File: config.mk
export PLATFORM = sky130hd
export DESIGN_NAME = dot_seq
export DESIGN_NICKNAME = d
export VERILOG_FILES = /design/src/rtl/dot_seq.sv
export SDC_FILE = /design/constraint.sdc
export NUM_CORES = 1
export LEC_CHECK = 0
export ABC_AREA = 0
export BUFFER_PORTS_ARGS = -buffer_cell sky130_fd_sc_hd__buf_2
export CAP_MARGIN = 25
export CORE_MARGIN = 2
export CORE_UTILIZATION = 60
export CTS_BUF_LIST = sky130_fd_sc_hd__clkbuf_4 sky130_fd_sc_hd__clkbuf_8
export CTS_CLUSTER_SIZE = 10
export DETAILED_ROUTE_END_ITERATION = 10
export PLACE_DENSITY = 0.93
export SLEW_MARGIN = 20
export SYNTH_ARGS = -nofsm -noshare
export SYNTH_HDL_FRONTEND = slang
export SYNTH_SLANG_ARGS = --single-unit
File: constraint.sdc
create_clock -name clk -period 8 [get_ports clk]
set_clock_uncertainty 0.15 [all_clocks]
set_input_delay 1.6 -clock clk [delete_from_list [all_inputs] [get_ports clk]]
set_output_delay 1.6 -clock clk [all_outputs]
set_load 0.02 [all_outputs]
File: src/rtl/dot_seq.sv
// dot_seq: sequences operand pairs through an external signed fixed-point
// multiplier (start/done handshake) and accumulates the products into one
// saturated WIDTH-bit dot-product result per vector.
// The accumulator carries G guard bits so that MAX_TERMS full-scale products
// can be summed without wrapping. The result is clamped only when it is
// presented on the output.
module dot_seq #(
    parameter int WIDTH     = 16,
    parameter int MAX_TERMS = 16,
    parameter int TIMEOUT   = 32
) (
    input  logic                               clk,
    input  logic                               rst,
    input  logic                               in_valid,
    output logic                               in_ready,
    input  logic [WIDTH-1:0]                   in_a,
    input  logic [WIDTH-1:0]                   in_b,
    input  logic                               in_last,
    output logic                               mul_start,
    output logic [WIDTH-1:0]                   mul_a,
    output logic [WIDTH-1:0]                   mul_b,
    input  logic                               mul_done,
    input  logic                               mul_valid,
    input  logic                               mul_ovf,
    input  logic [WIDTH-1:0]                   mul_val,
    output logic                               out_valid,
    input  logic                               out_ready,
    output logic [WIDTH-1:0]                   out_sum,
    output logic                               out_ovf,
    output logic                               out_err,
    output logic [$clog2(MAX_TERMS+1)-1:0]     out_count
);

    localparam int G  = $clog2(MAX_TERMS) + 1;
    localparam int AW = WIDTH + G;
    localparam int CW = $clog2(MAX_TERMS + 1);
    localparam int TW = $clog2(TIMEOUT + 1);

    typedef enum logic [1:0] {
        S_IDLE  = 2'd0,
        S_START = 2'd1,
        S_WAIT  = 2'd2,
        S_OUT   = 2'd3
    } state_t;

    // The accumulator is outside the output range when its top G+1 bits are
    // not all copies of the sign bit.
    function automatic logic f_sat_hit(input logic [AW-1:0] acc);
        logic [AW-WIDTH:0] top;
        top       = acc[AW-1:WIDTH-1];
        f_sat_hit = !((&top) || (~|top));
    endfunction

    // Clamp the accumulator to the signed WIDTH-bit range.
    function automatic logic [WIDTH-1:0] f_clamp(input logic [AW-1:0] acc);
        if (f_sat_hit(acc)) begin
            if (acc[AW-1]) begin
                f_clamp = {1'b1, {(WIDTH-1){1'b0}}};
            end else begin
                f_clamp = {1'b0, {(WIDTH-1){1'b1}}};
            end
        end else begin
            f_clamp = acc[WIDTH-1:0];
        end
    endfunction

    state_t             r_state;
    logic               r_in_ready;
    logic               r_mul_start;
    logic [WIDTH-1:0]   r_mul_a;
    logic [WIDTH-1:0]   r_mul_b;
    logic               r_last;
    logic [AW-1:0]      r_acc;
    logic [CW-1:0]      r_count;
    logic               r_ovf_sticky;
    logic               r_err_sticky;
    logic [TW-1:0]      r_tmo;
    logic               r_out_valid;
    logic [WIDTH-1:0]   r_out_sum;
    logic               r_out_ovf;
    logic               r_out_err;
    logic [CW-1:0]      r_out_count;

    state_t             w_state_nxt;
    logic               w_in_ready_nxt;
    logic               w_mul_start_nxt;
    logic [WIDTH-1:0]   w_mul_a_nxt;
    logic [WIDTH-1:0]   w_mul_b_nxt;
    logic               w_last_nxt;
    logic [AW-1:0]      w_acc_nxt;
    logic [CW-1:0]      w_count_nxt;
    logic               w_ovf_nxt;
    logic               w_err_nxt;
    logic [TW-1:0]      w_tmo_nxt;
    logic               w_out_valid_nxt;
    logic [WIDTH-1:0]   w_out_sum_nxt;
    logic               w_out_ovf_nxt;
    logic               w_out_err_nxt;
    logic [CW-1:0]      w_out_count_nxt;
    logic               w_finish;

    logic [AW-1:0]      w_prod_ext;
    logic [AW-1:0]      w_acc_sum;
    logic [CW-1:0]      w_count_inc;

    assign w_prod_ext  = {{G{mul_val[WIDTH-1]}}, mul_val};
    assign w_acc_sum   = r_acc + w_prod_ext;
    assign w_count_inc = (r_count == CW'(MAX_TERMS)) ? r_count : (r_count + CW'(1));

    assign in_ready  = r_in_ready;
    assign mul_start = r_mul_start;
    assign mul_a     = r_mul_a;
    assign mul_b     = r_mul_b;
    assign out_valid = r_out_valid;
    assign out_sum   = r_out_sum;
    assign out_ovf   = r_out_ovf;
    assign out_err   = r_out_err;
    assign out_count = r_out_count;

    // Next-state and next-register values for the sequencer.
    always_comb begin
        w_state_nxt     = r_state;
        w_in_ready_nxt  = r_in_ready;
        w_mul_start_nxt = 1'b0;
        w_mul_a_nxt     = r_mul_a;
        w_mul_b_nxt     = r_mul_b;
        w_last_nxt      = r_last;
        w_acc_nxt       = r_acc;
        w_count_nxt     = r_count;
        w_ovf_nxt       = r_ovf_sticky;
        w_err_nxt       = r_err_sticky;
        w_tmo_nxt       = r_tmo;
        w_out_valid_nxt = r_out_valid;
        w_out_sum_nxt   = r_out_sum;
        w_out_ovf_nxt   = r_out_ovf;
        w_out_err_nxt   = r_out_err;
        w_out_count_nxt = r_out_count;
        w_finish        = 1'b0;

        case (r_state)
            S_IDLE: begin
                if (in_valid && r_in_ready) begin
                    // Force the vector closed once the term budget is used up.
                    w_mul_a_nxt     = in_a;
                    w_mul_b_nxt     = in_b;
                    w_last_nxt      = in_last || (r_count >= CW'(MAX_TERMS - 1));
                    w_mul_start_nxt = 1'b1;
                    w_in_ready_nxt  = 1'b0;
                    w_state_nxt     = S_START;
                end else begin
                    w_in_ready_nxt  = 1'b1;
                end
            end
            S_START: begin
                w_tmo_nxt   = {TW{1'b0}};
                w_state_nxt = S_WAIT;
            end
            S_WAIT: begin
                // A done arriving on the final timeout cycle still wins.
                if (mul_done) begin
                    w_acc_nxt   = w_acc_sum;
                    w_count_nxt = w_count_inc;
                    w_ovf_nxt   = r_ovf_sticky | mul_ovf | ~mul_valid;
                    if (r_last) begin
                        w_finish    = 1'b1;
                        w_state_nxt = S_OUT;
                    end else begin
                        w_in_ready_nxt = 1'b1;
                        w_state_nxt    = S_IDLE;
                    end
                end else if (r_tmo == TW'(TIMEOUT - 1)) begin
                    w_err_nxt   = 1'b1;
                    w_finish    = 1'b1;
                    w_state_nxt = S_OUT;
                end else begin
                    w_tmo_nxt = r_tmo + TW'(1);
                end
            end
            S_OUT: begin
                if (out_ready) begin
                    w_acc_nxt       = {AW{1'b0}};
                    w_count_nxt     = {CW{1'b0}};
                    w_ovf_nxt       = 1'b0;
                    w_err_nxt       = 1'b0;
                    w_out_valid_nxt = 1'b0;
                    w_in_ready_nxt  = 1'b1;
                    w_state_nxt     = S_IDLE;
                end else begin
                    w_out_valid_nxt = 1'b1;
                end
            end
            default: begin
                w_in_ready_nxt  = 1'b1;
                w_out_valid_nxt = 1'b0;
                w_state_nxt     = S_IDLE;
            end
        endcase

        // Result is captured from the post-update accumulator and flags so
        // out_valid rises on the same edge as the final accumulation.
        if (w_finish) begin
            w_out_valid_nxt = 1'b1;
            w_out_sum_nxt   = f_clamp(w_acc_nxt);
            w_out_ovf_nxt   = w_ovf_nxt | f_sat_hit(w_acc_nxt);
            w_out_err_nxt   = w_err_nxt;
            w_out_count_nxt = w_count_nxt;
        end else begin
            w_out_sum_nxt   = w_out_sum_nxt;
        end
    end

    // State and datapath registers; synchronous reset overrides everything.
    always_ff @(posedge clk) begin
        if (rst) begin
            r_state      <= S_IDLE;
            r_in_ready   <= 1'b1;
            r_mul_start  <= 1'b0;
            r_mul_a      <= {WIDTH{1'b0}};
            r_mul_b      <= {WIDTH{1'b0}};
            r_last       <= 1'b0;
            r_acc        <= {AW{1'b0}};
            r_count      <= {CW{1'b0}};
            r_ovf_sticky <= 1'b0;
            r_err_sticky <= 1'b0;
            r_tmo        <= {TW{1'b0}};
            r_out_valid  <= 1'b0;
            r_out_sum    <= {WIDTH{1'b0}};
            r_out_ovf    <= 1'b0;
            r_out_err    <= 1'b0;
            r_out_count  <= {CW{1'b0}};
        end else begin
            r_state      <= w_state_nxt;
            r_in_ready   <= w_in_ready_nxt;
            r_mul_start  <= w_mul_start_nxt;
            r_mul_a      <= w_mul_a_nxt;
            r_mul_b      <= w_mul_b_nxt;
            r_last       <= w_last_nxt;
            r_acc        <= w_acc_nxt;
            r_count      <= w_count_nxt;
            r_ovf_sticky <= w_ovf_nxt;
            r_err_sticky <= w_err_nxt;
            r_tmo        <= w_tmo_nxt;
            r_out_valid  <= w_out_valid_nxt;
            r_out_sum    <= w_out_sum_nxt;
            r_out_ovf    <= w_out_ovf_nxt;
            r_out_err    <= w_out_err_nxt;
            r_out_count  <= w_out_count_nxt;
        end
    end

endmodule
After elaboration in Yosys (flattened, before gate mapping). Index checks and enable logic that the tools add are counted. Widths: inputs -> output; s select.

Output and inout bits: 58. Register bits after elaboration: 95. Logic and storage cells: 91. Input port bits: 56.

Mux-type cells: 38. Reductions and logical operators: 16. Bitwise logic cells: 5. Equality and inequality tests: 12. Add/subtract/negate cells: 3. $lt $le $gt $ge: 1.

Operator list (number): $mux 21 (2); $pmux 21 s2 (1); $mux 16 (2); $add 21x21->21 (1); $mux 1 (17); $mux 5 (3); $mux 6 (2); $ne 2x2->1 const B (6); $pmux 6 s2 (1); $mux 2 (5); $pmux 5 s2 (1); $pmux 2 s4 (1); $add 6x1->6 const B (1); $eq 6x5->1 const B (1); $reduce_and 3->1 (2); $reduce_and 6->1 (1); $reduce_or 6->1 (1); $add 5x1->5 const B (1); $eq 5x5->1 const B (1); $ge 5x4->1 const B (1); $eq 2x2->1 const B (2); $pmux 1 s2 (2); $reduce_and 4->1 (1); $reduce_bool 2->1 (2); other kinds (12) (17).

Depth between registers and ports, before layout. Gate-level depths: netlist of run 1.

Depth after elaboration: 8. Depth in mapped cells: 12. Gate-level depth less buffers: 11.

Least setup slack after synthesis of run 1. No wires, ideal clock.

Path type: in2reg. Start: input port mul_val[0]. End: register r_out_ovf (netlist: out_ovf). Stages: 11. Setup time: 0.088 ns. Path slack: 3.319 ns. Buffers on the path: 0. Data arrival time: 4.443 ns. Data required time: 7.762 ns. Cell sequence: ha_1 > fa_1 > a21o_1 > a221o_1 > a31oi_4 > nand3_1 > and4b_1 > or2_1 > o311ai_2 > mux2_4 > a311oi_2.

Longest elaborated chain between the ends: 8. Elaborated cells on any way between the ends: 9. Classes of those cells: add/sub: 1; mux: 2; bitwise: 1; reduce/logical: 5.

Ends and longest elaborated chain: start: declaration (line 25) `input logic [WIDTH-1:0] mul_val,`; $add 21x21->21 * (line 107) `assign w_acc_sum = r_acc + w_prod_ext;`; $mux 21 * (line 160) `if (mul_done) begin`; $pmux 21 s2 * (line 140) `case (r_state)`; $reduce_or 6->1 (line 51) `f_sat_hit = !((&top) || (~|top));`; $logic_not 1->1 (line 51); $logic_or 1x1->1 * (line 51); $logic_not 1->1 * (line 51); $or 1x1->1 * (line 204) `w_out_ovf_nxt = w_ovf_nxt | f_sat_hit(w_acc_nxt);`; end signal: assignment (line 245) `r_out_ovf <= w_out_ovf_nxt;`; end: declaration (line 80) `logic r_out_ovf;`.

Every way passes the cells marked *; elsewhere a longest branch is shown, timed or not. A chain may end at the register's enable or synchronous reset.

Worst setup path in the final report of run 1. Same ends and word-level chain as after synthesis.

==> flow_results.xml, run 1 <==
<?xml version="1.0" encoding="UTF-8"?>
<metrics>
  <group name="clocking">
    <metric name="post_cts_setup_buffer_count" unit="">0</metric>
    <metric name="cts.root.buffer_cell" unit="">clkbuf_8</metric>
    <metric name="tritoncts" unit="">done</metric>
    <metric name="cts_max_path_buffers" unit="">2</metric>
    <metric name="clkTransAtPathRegs" unit="ps">100</metric>
    <metric name="cts.repair.resized" unit="">0</metric>
    <metric name="ctsHtreeMaxLevel" unit="">3</metric>
    <metric name="cts_inserted_buffers" unit="">9</metric>
    <metric name="cts_sinks" unit="">95</metric>
    <metric name="cts_hold_repair.buffers" unit="">0</metric>
    <metric name="clkLatencyLatePin" unit="ps">370</metric>
  </group>
  <group name="synth">
    <metric name="post_synthesis_async_set_or_reset_flop_share" unit="%">0</metric>
    <metric name="dominantRegCellSynth" unit="">dfxtp_1</metric>
    <metric name="synth_cell_types" unit="">60</metric>
    <metric name="mappedNetlistNets" unit="">678</metric>
    <metric name="synth.cell_area" unit="mm²">0.00484</metric>
    <metric name="synth.ff_latch_count" unit="">95</metric>
    <metric name="ys_warn_count" unit="">0</metric>
    <metric name="syn-instance-count" unit="">597</metric>
    <metric name="syn_area_per_cell" unit="µm²">8.11</metric>
    <metric name="fraction_of_the_yosys_area_taken_by_sequential_cells" unit="%">39.3</metric>
    <metric name="synth_edf_count" unit="">0</metric>
  </group>
  <group name="min_path">
    <metric name="min_path_type" unit="">register to register</metric>
    <metric name="min_delay_path_depth" unit="">2</metric>
    <metric name="hold_path.startpoint" unit="">mul_b[13]$_SDFFE_PP0P_</metric>
    <metric name="worstHoldEndpoint" unit="">mul_b[13]$_SDFFE_PP0P_</metric>
  </group>
  <group name="worst_setup_path">
    <metric name="cp.required" unit="ps">8130</metric>
    <metric name="timing_worst_setup_path_type" unit="">input pin to register</metric>
    <metric name="endpoint_kind" unit="">register</metric>
    <metric name="worst_ep_arrival_time" unit="ps">5280</metric>
    <metric name="crit_start" unit="">mul_val[0]</metric>
    <metric name="critical_path.reg2reg.startpoint" unit="">r_acc[0]$_SDFF_PP0_</metric>
    <metric name="worst-r2r-setup-slack" unit="ps">3870</metric>
    <metric name="crit_fanout" unit="">12</metric>
    <metric name="worstRegToRegCells" unit="">11</metric>
    <metric name="start_kind" unit="">input pin</metric>
    <metric name="critical_path.reg2reg.endpoint" unit="">out_ovf$_SDFFE_PP0P_</metric>
  </group>
  <group name="global_routing">
    <metric name="grt_pass1_vias" unit="">4522</metric>
    <metric name="grt_pass1_wl" unit="mm">20.4</metric>
    <metric name="grtUsageTotal" unit="%">28.8</metric>
    <metric name="gr-total-overflow" unit="">0</metric>
    <metric name="grt_antenna_before_repair" unit="">0</metric>
    <metric name="largest_net_degree_at_the_start_of_global_routing" unit="">82</metric>
  </group>
  <group name="floorplan">
    <metric name="die_y" unit="µm">93.8</metric>
    <metric name="rows" unit="">32</metric>
    <metric name="initial_core_util" unit="%">62.3</metric>
    <metric name="chipWidth" unit="µm">93.8</metric>
    <metric name="top_level_ports" unit="">114</metric>
    <metric name="core-area" unit="mm²">0.00777</metric>
    <metric name="fp.dieArea" unit="mm²">0.00880</metric>
  </group>
  <group name="finish">
    <metric name="post_route_cells_drive_above_1_share" unit="%">21.0</metric>
    <metric name="area_delta_synth_final" unit="%">15.8</metric>
    <metric name="num-nets-final" unit="">771</metric>
    <metric name="post_route_design_area" unit="mm²">0.00561</metric>
    <metric name="utilization" unit="%">72.2</metric>
    <metric name="fillerInstances" unit="">596</metric>
    <metric name="num_antenna_cells" unit="">0</metric>
  </group>
  <group name="detailed_routing">
    <metric name="detail_route.vias_per_cell" unit="">6.01</metric>
    <metric name="drc_violation_total_after_the_first_tritonroute_iteration" unit="">313</metric>
    <metric name="drc" unit="">0</metric>
    <metric name="post_drt_wl_per_cell" unit="µm">16.1</metric>
    <metric name="ant_nets" unit="">0</metric>
    <metric name="routed_wirelength" unit="mm">12.8</metric>
    <metric name="detailroute.via_count" unit="">4788</metric>
    <metric name="detail_route.first_pass.iterations" unit="">7</metric>
  </group>
  <group name="timing">
    <metric name="maxSlewViolCount" unit="">0</metric>
    <metric name="final_min_period_over_clock_period" unit="%">64.4</metric>
    <metric name="fin_tns_setup" unit="ps">0</metric>
    <metric name="rsz_0062_raised_after_global_routing" unit="">false</metric>
    <metric name="tightest_slew" unit="ps">980</metric>
    <metric name="post_route_worst_setup_slack" unit="ps">2850</metric>
    <metric name="fmax" unit="GHz">0.194</metric>
    <metric name="timing_hold_violations_final" unit="">0</metric>
    <metric name="final_period_minus_worst_setup_slack" unit="ps">5150</metric>
    <metric name="finalSetupViolCount" unit="">0</metric>
    <metric name="max-slew-margin-rel" unit="%">34.7</metric>
  </group>
  <group name="power_and_ir_drop">
    <metric name="static-leakage-power" unit="nW">2.48</metric>
    <metric name="vdd_ir_drop_max" unit="V">0.000112</metric>
    <metric name="power-per-cell-area" unit="mW/mm²">176</metric>
  </group>
  <group name="run">
    <metric name="drv.max_cap_violation_count" unit="">0</metric>
  </group>
  <group name="placement">
    <metric name="place_ws" unit="ps">2530</metric>
    <metric name="sum_of_net_half_perimeters_after_detailed_placement" unit="mm">9.27</metric>
    <metric name="io_buffer_count" unit="">113</metric>
    <metric name="final_gp_congestion" unit="">0.952</metric>
    <metric name="dpl-instance-area" unit="mm²">0.00541</metric>
  </group>
  <group name="status">
    <metric name="run_status" unit="">finished, final reports clean</metric>
  </group>
</metrics>
==> synth_stat cells, types with 7 or more instances <==
master,count,area (µm²)
nand2_1,109,409
dfxtp_1,95,1900
a21oi_1,78,390
nor2_1,52,195
clkbuf_1,29,109
a22oi_1,26,195
ha_1,24,300
o21ai_0,20,100
nand3_1,15,75.1
and2_1,14,87.6
inv_1,13,48.8
o211ai_1,10,75.1
xnor2_1,10,87.6
a211oi_1,9,67.6
nor3_1,8,40.0
a21o_1,7,52.6
==> cells by family (layout without fill, tap and decap cells) <==
kind of cell / Yosys count / in the layout / share of synthesized area [%]
compound gates: 184 / 184 / 25.3
simple gates: 226 / 226 / 21.1
fa+ha+maj: 25 / 25 / 6.62
xor+xnor: 16 / 16 / 2.89
mux: 3 / 3 / 0.724
flops: 95 / 95 / 39.3
buf+inv: 48 / 146 / 4.08
==> area by class of cell <==
cell class	count	area [µm²]	share of cell area (%)
clock buffer	9	124	2.21
clock inverter	7	55.1	0.982
inverter	13	48.8	0.870
multi-input combinational	454	2750	49.0
sequential	95	1900	33.9
tap	102	128	2.28
timing repair buffer	117	603	10.8
==> critical path: stages <==
cell and delay, ps:
buf_2 100, ha_1 230, fa_1 410, a21o_1 190, a221o_1 370, a31oi_4 300
nand3_1 150, and4b_1 230, or2_1 260, o311ai_2 760, mux2_4 410, a311oi_2 270
==> worst max-delay path by stage <==
stage                                 to  slack, ps  cells past startpoint
floorplan           out_ovf$_SDFFE_PP0P_       3320                     11
global placement    out_ovf$_SDFFE_PP0P_       2650                     12
detailed placement  out_ovf$_SDFFE_PP0P_       2530                     12
CTS                 out_ovf$_SDFFE_PP0P_       2900                     12
global route        out_ovf$_SDFFE_PP0P_       2680                     12
finish              out_ovf$_SDFFE_PP0P_       2850                     12
==> metrics by stage <==
step           hold slack [ps]  instances  power, mW
6_report                   307        797      0.986
5_1_grt                    334        797       1.02
4_1_cts                    309        796      0.982
3_5_place_dp               295        780      0.693
3_3_place_gp               288        780      0.684
2_1_floorplan              287        597      0.639
==> routing by layer <==
layer,wire length (µm),share of wire [%],GRT usage (%)
met1,5130,40,35.1
met2,6490,51,48.9
met3,813,6.3,5.06
met4,383,3.0,14.4
met5,0,0,0
==> report_power, final <==
group	total (mW)	switching (mW)	internal (mW)
Clock	0.299	0.183	0.116
Sequential	0.507	0.0146	0.493
Combinational	0.180	0.114	0.0657
==> placed cells by master, fill, tap and decap left out, types with 2 or more instances in the layout <==
| cell | synthesis | layout |
|---|---|---|
| dfxtp_1 | 95 | 95 |
| a31oi_1 | 6 | 6 |
| o21bai_1 | 2 | 2 |
| a211o_1 | 4 | 4 |
| o21ai_1 | 2 | 2 |
| o211ai_1 | 10 | 10 |
| a22oi_1 | 26 | 26 |
| buf_4 | 0 | 3 |
| or2_2 | 2 | 2 |
| nand4_1 | 3 | 3 |
| and4b_1 | 2 | 2 |
| and3_1 | 5 | 5 |
| clkinv_2 | 0 | 2 |
| a211oi_1 | 9 | 9 |
| and3b_1 | 3 | 3 |
| o21ai_0 | 20 | 20 |
| inv_1 | 13 | 13 |
| mux2i_1 | 2 | 2 |
| nand2b_1 | 4 | 4 |
| ha_1 | 24 | 24 |
| nand3_1 | 15 | 15 |
| xor2_1 | 6 | 6 |
| clkbuf_8 | 0 | 9 |
| nor2_1 | 52 | 52 |
| buf_2 | 2 | 113 |
| nor3b_1 | 3 | 3 |
| nand2_1 | 109 | 109 |
| nor3_1 | 8 | 7 |
| xnor2_1 | 10 | 10 |
| clkinv_4 | 0 | 2 |
| a21o_1 | 7 | 7 |
| and2_1 | 14 | 14 |
| a21oi_1 | 78 | 78 |
==> registers in the layout, indices dropped and copies added (netlist names), 2 cells and up <==
name / count
r_state: 2
out_sum: 16
out_count: 5
r_acc: 21
mul_b: 16
mul_a: 16
r_count: 5
r_tmo: 6
(Power assumes the default switching activity.)
==> run 2, diff against run 1 <==
Settings changed: ABC_AREA 0 to 1, CORE_UTILIZATION 60 to 56, PLACE_DENSITY 0.93 to 0.87.
Clock period 8 ns to 4.92 ns, I/O delays scaled along.
==> run 2 against run 1 <==
Worst setup slack lost 1300 ps. First-iteration DRC count shrank 0.96%. Die area grew 13%. Sequential share of layout area shrank 2.1 points. Power grew 130%. Final cell count grew 23%. Synthesized cell count grew 28%. Largest power group unchanged.
==> flow_results.xml, run 2 <==
<?xml version="1.0" encoding="UTF-8"?>
<metrics>
  <group name="power_and_ir_drop">
    <metric name="p_clk_share" unit="%">22.4</metric>
    <metric name="net-switching-power" unit="µW">928</metric>
    <metric name="netSwitchingFraction" unit="%">41.3</metric>
    <metric name="comb_power_share" unit="%">35.5</metric>
    <metric name="power-per-cell-area" unit="mW/mm²">377</metric>
    <metric name="vdd_ir_drop_max" unit="V">0.000308</metric>
    <metric name="pwr-share-seq" unit="%">42.1</metric>
    <metric name="static-leakage-power" unit="nW">3.06</metric>
    <metric name="design_power_total" unit="mW">2.25</metric>
    <metric name="p_int" unit="mW">1.32</metric>
  </group>
  <group name="clocking">
    <metric name="cts_sinks" unit="">95</metric>
    <metric name="ctsHtreeMaxLevel" unit="">3</metric>
    <metric name="cts_hold_repair.buffers" unit="">0</metric>
    <metric name="tritoncts" unit="">done</metric>
    <metric name="cts_max_path_buffers" unit="">2</metric>
    <metric name="clkLatencyLatePin" unit="ps">370</metric>
    <metric name="cts.root.buffer_cell" unit="">clkbuf_8</metric>
    <metric name="clkTransAtPathRegs" unit="ps">100</metric>
    <metric name="cts.repair.resized" unit="">0</metric>
    <metric name="post_cts_setup_buffer_count" unit="">0</metric>
    <metric name="cts_inserted_buffers" unit="">9</metric>
  </group>
  <group name="min_path">
    <metric name="min_path_type" unit="">register to register</metric>
  </group>
  <group name="finish">
    <metric name="regMostFlops" unit="">r_acc</metric>
    <metric name="fillerInstances" unit="">755</metric>
    <metric name="area_delta_synth_final" unit="%">16.0</metric>
    <metric name="post_route_cells_drive_above_1_share" unit="%">19.5</metric>
    <metric name="num_antenna_cells" unit="">0</metric>
    <metric name="most-common-layout-cells" unit="">151 x nand2_1, 126 x nor2_1, 113 x buf_2</metric>
    <metric name="largest_register_ffs" unit="">21</metric>
    <metric name="layout.cells.most_common" unit="">nand2_1</metric>
    <metric name="num-nets-final" unit="">952</metric>
  </group>
  <group name="timing">
    <metric name="timing_hold_violations_final" unit="">0</metric>
    <metric name="fmax" unit="GHz">0.297</metric>
    <metric name="finalSetupViolCount" unit="">0</metric>
    <metric name="fin_tns_setup" unit="ps">0</metric>
    <metric name="tightest_slew" unit="ps">774</metric>
    <metric name="max-slew-margin-rel" unit="%">48.4</metric>
    <metric name="final_period_minus_worst_setup_slack" unit="ps">3370</metric>
    <metric name="rsz_0062_raised_after_global_routing" unit="">false</metric>
    <metric name="final_min_period_over_clock_period" unit="%">68.4</metric>
    <metric name="post_route_worst_setup_slack" unit="ps">1550</metric>
    <metric name="maxSlewViolCount" unit="">0</metric>
  </group>
  <group name="synth">
    <metric name="synth.top_cell.area_share" unit="%">36.9</metric>
    <metric name="synth_compound_area_share" unit="%">17.8</metric>
    <metric name="synth_area_leaders" unit="">dfxtp_1 37%, nand2_1 11%, nor2_1 9.2%, o21ai_0 9.0%, inv_1 7.7%</metric>
    <metric name="ys_warn_count" unit="">0</metric>
    <metric name="parity_gate_share_of_the_synthesized_area_counting_xor_and_xnor_cells" unit="%">0.510</metric>
    <metric name="post_synthesis_async_set_or_reset_flop_share" unit="%">0</metric>
    <metric name="synth.cell_area" unit="mm²">0.00515</metric>
    <metric name="syn-instance-count" unit="">766</metric>
    <metric name="syn_area_per_cell" unit="µm²">6.72</metric>
    <metric name="synthSimpleGateAreaFrac" unit="%">28.0</metric>
    <metric name="synth_cell_types" unit="">41</metric>
    <metric name="mappedNetlistNets" unit="">847</metric>
    <metric name="synth.ff_latch_count" unit="">95</metric>
    <metric name="synth_area_leader_cell" unit="">dfxtp_1</metric>
    <metric name="synth_edf_count" unit="">0</metric>
    <metric name="ys_top_cells_by_count" unit="">151 x nand2_1, 126 x nor2_1, 106 x inv_1</metric>
    <metric name="fraction_of_the_yosys_area_taken_by_sequential_cells" unit="%">36.9</metric>
    <metric name="dominant_combinational_cell_family_by_area_after_synthesis" unit="">simple AND/OR/NAND/NOR gates</metric>
    <metric name="muxShareOfSynthArea" unit="%">0</metric>
    <metric name="synth-adder-area-share" unit="%">6.22</metric>
    <metric name="post-synth-top-count-cell" unit="">nand2_1</metric>
    <metric name="dominantRegCellSynth" unit="">dfxtp_1</metric>
  </group>
  <group name="worst_setup_path">
    <metric name="timing_worst_setup_path_type" unit="">input pin to register</metric>
    <metric name="endpoint_kind" unit="">register</metric>
    <metric name="start_kind" unit="">input pin</metric>
    <metric name="cp.required" unit="ps">5010</metric>
    <metric name="crit_fanout" unit="">15</metric>
    <metric name="worst_ep_arrival_time" unit="ps">3450</metric>
  </group>
  <group name="placement">
    <metric name="sum_of_net_half_perimeters_after_detailed_placement" unit="mm">9.70</metric>
    <metric name="final_gp_congestion" unit="">0.950</metric>
    <metric name="place_ws" unit="ps">1210</metric>
    <metric name="io_buffer_count" unit="">113</metric>
  </group>
  <group name="floorplan">
    <metric name="rows" unit="">34</metric>
    <metric name="die_y" unit="µm">99.9</metric>
    <metric name="chipWidth" unit="µm">99.9</metric>
    <metric name="fp.dieArea" unit="mm²">0.00998</metric>
    <metric name="initial_core_util" unit="%">58.5</metric>
    <metric name="top_level_ports" unit="">114</metric>
    <metric name="core-area" unit="mm²">0.00881</metric>
  </group>
  <group name="detailed_routing">
    <metric name="post_drt_wl_per_cell" unit="µm">13.5</metric>
    <metric name="drc" unit="">0</metric>
    <metric name="routed_wirelength" unit="mm">13.3</metric>
    <metric name="detailroute.via_count" unit="">5320</metric>
    <metric name="detail_route.first_pass.iterations" unit="">5</metric>
    <metric name="ant_nets" unit="">0</metric>
    <metric name="drc_violation_total_after_the_first_tritonroute_iteration" unit="">310</metric>
    <metric name="detail_route.vias_per_cell" unit="">5.41</metric>
  </group>
  <group name="status">
    <metric name="run_status" unit="">finished, final reports clean</metric>
  </group>
  <group name="global_routing">
    <metric name="largest_net_degree_at_the_start_of_global_routing" unit="">39</metric>
    <metric name="gr-total-overflow" unit="">0</metric>
    <metric name="grt_antenna_before_repair" unit="">0</metric>
    <metric name="grt_pass1_wl" unit="mm">22.1</metric>
    <metric name="grtUsageTotal" unit="%">26.9</metric>
    <metric name="grt_pass1_vias" unit="">4917</metric>
  </group>
  <group name="run">
    <metric name="drv.max_cap_violation_count" unit="">0</metric>
  </group>
</metrics>
-- run 2: path summary, 6_finish.rpt --
path	startpoint	end	slack (ps)	depth (start not counted)
worst max-delay path	mul_val[0]	out_sum[0]$_SDFFE_PP0P_	1550	15
worst min-delay path	r_tmo[0]$_SDFFE_PP0P_	r_tmo[0]$_SDFFE_PP0P_	340	1
worst max register to register	r_acc[0]$_SDFF_PP0_	out_sum[0]$_SDFFE_PP0P_	1970	14
worst min register to register	r_tmo[0]$_SDFFE_PP0P_	r_tmo[0]$_SDFFE_PP0P_	340	1
-- run 2: cells by family (layout without fill, tap and decap cells) --
| family | Yosys count | in the layout |
|---|---|---|
| XOR/XNOR | 3 | 3 |
| AO/OA/AOI/OAI | 168 | 168 |
| AND/OR/NAND/NOR | 339 | 339 |
| buffers and inverters | 136 | 246 |
| flip-flops | 95 | 95 |
| adder cells (fa/ha/maj) | 25 | 25 |
-- run 2: area by class of cell --
cell class / instances / area (µm²) / area share [%]
inverter: 112 / 422 / 7.06
multi-input combinational: 535 / 2710 / 45.4
clock buffer: 9 / 124 / 2.07
clock inverter: 7 / 67.6 / 1.13
sequential: 95 / 1900 / 31.8
timing repair buffer: 118 / 611 / 10.2
tap: 108 / 135 / 2.26
-- run 2: critical path, stage by stage --
cell	delay (ps)
buf_2	110
ha_1	240
fa_1	450
nand3_1	130
nand3_2	140
nand2_1	90
nand3_1	100
nand2_1	90
nand3b_1	70
nand3_1	80
nand2_1	80
nor2_1	90
nand3_1	120
a21oi_4	530
a21oi_1	140
-- run 2: per-layer routing --
metal	wire (µm)	vias up	GRT usage, %
met5	0	-	0
met4	332	0	7.17
met3	915	30	5.08
met2	6070	200	44.6
met1	5960	2429	36.1
li1	-	2661	-
-- run 2: power by group through the flow --
stage	Clock [mW]	Combinational, mW	Sequential (mW)
floorplan	0	0.458	1.06
global placement	0	0.764	0.959
detailed placement	0	0.779	0.959
CTS	0.505	0.784	0.945
global route	0.535	0.894	0.959
finish	0.503	0.798	0.948
-- run 2: stage by stage --
step | util (%) | hold slack (ps) | area (µm²) | cells
floorplan | - | 296 | 5150 | 766
global placement | 65.5 | 320 | 5770 | 967
detailed placement | 65.5 | 321 | 5770 | 967
CTS | 67.7 | 345 | 5960 | 983
global route | 67.8 | 374 | 5970 | 984
finish | 67.8 | 339 | 5970 | 984
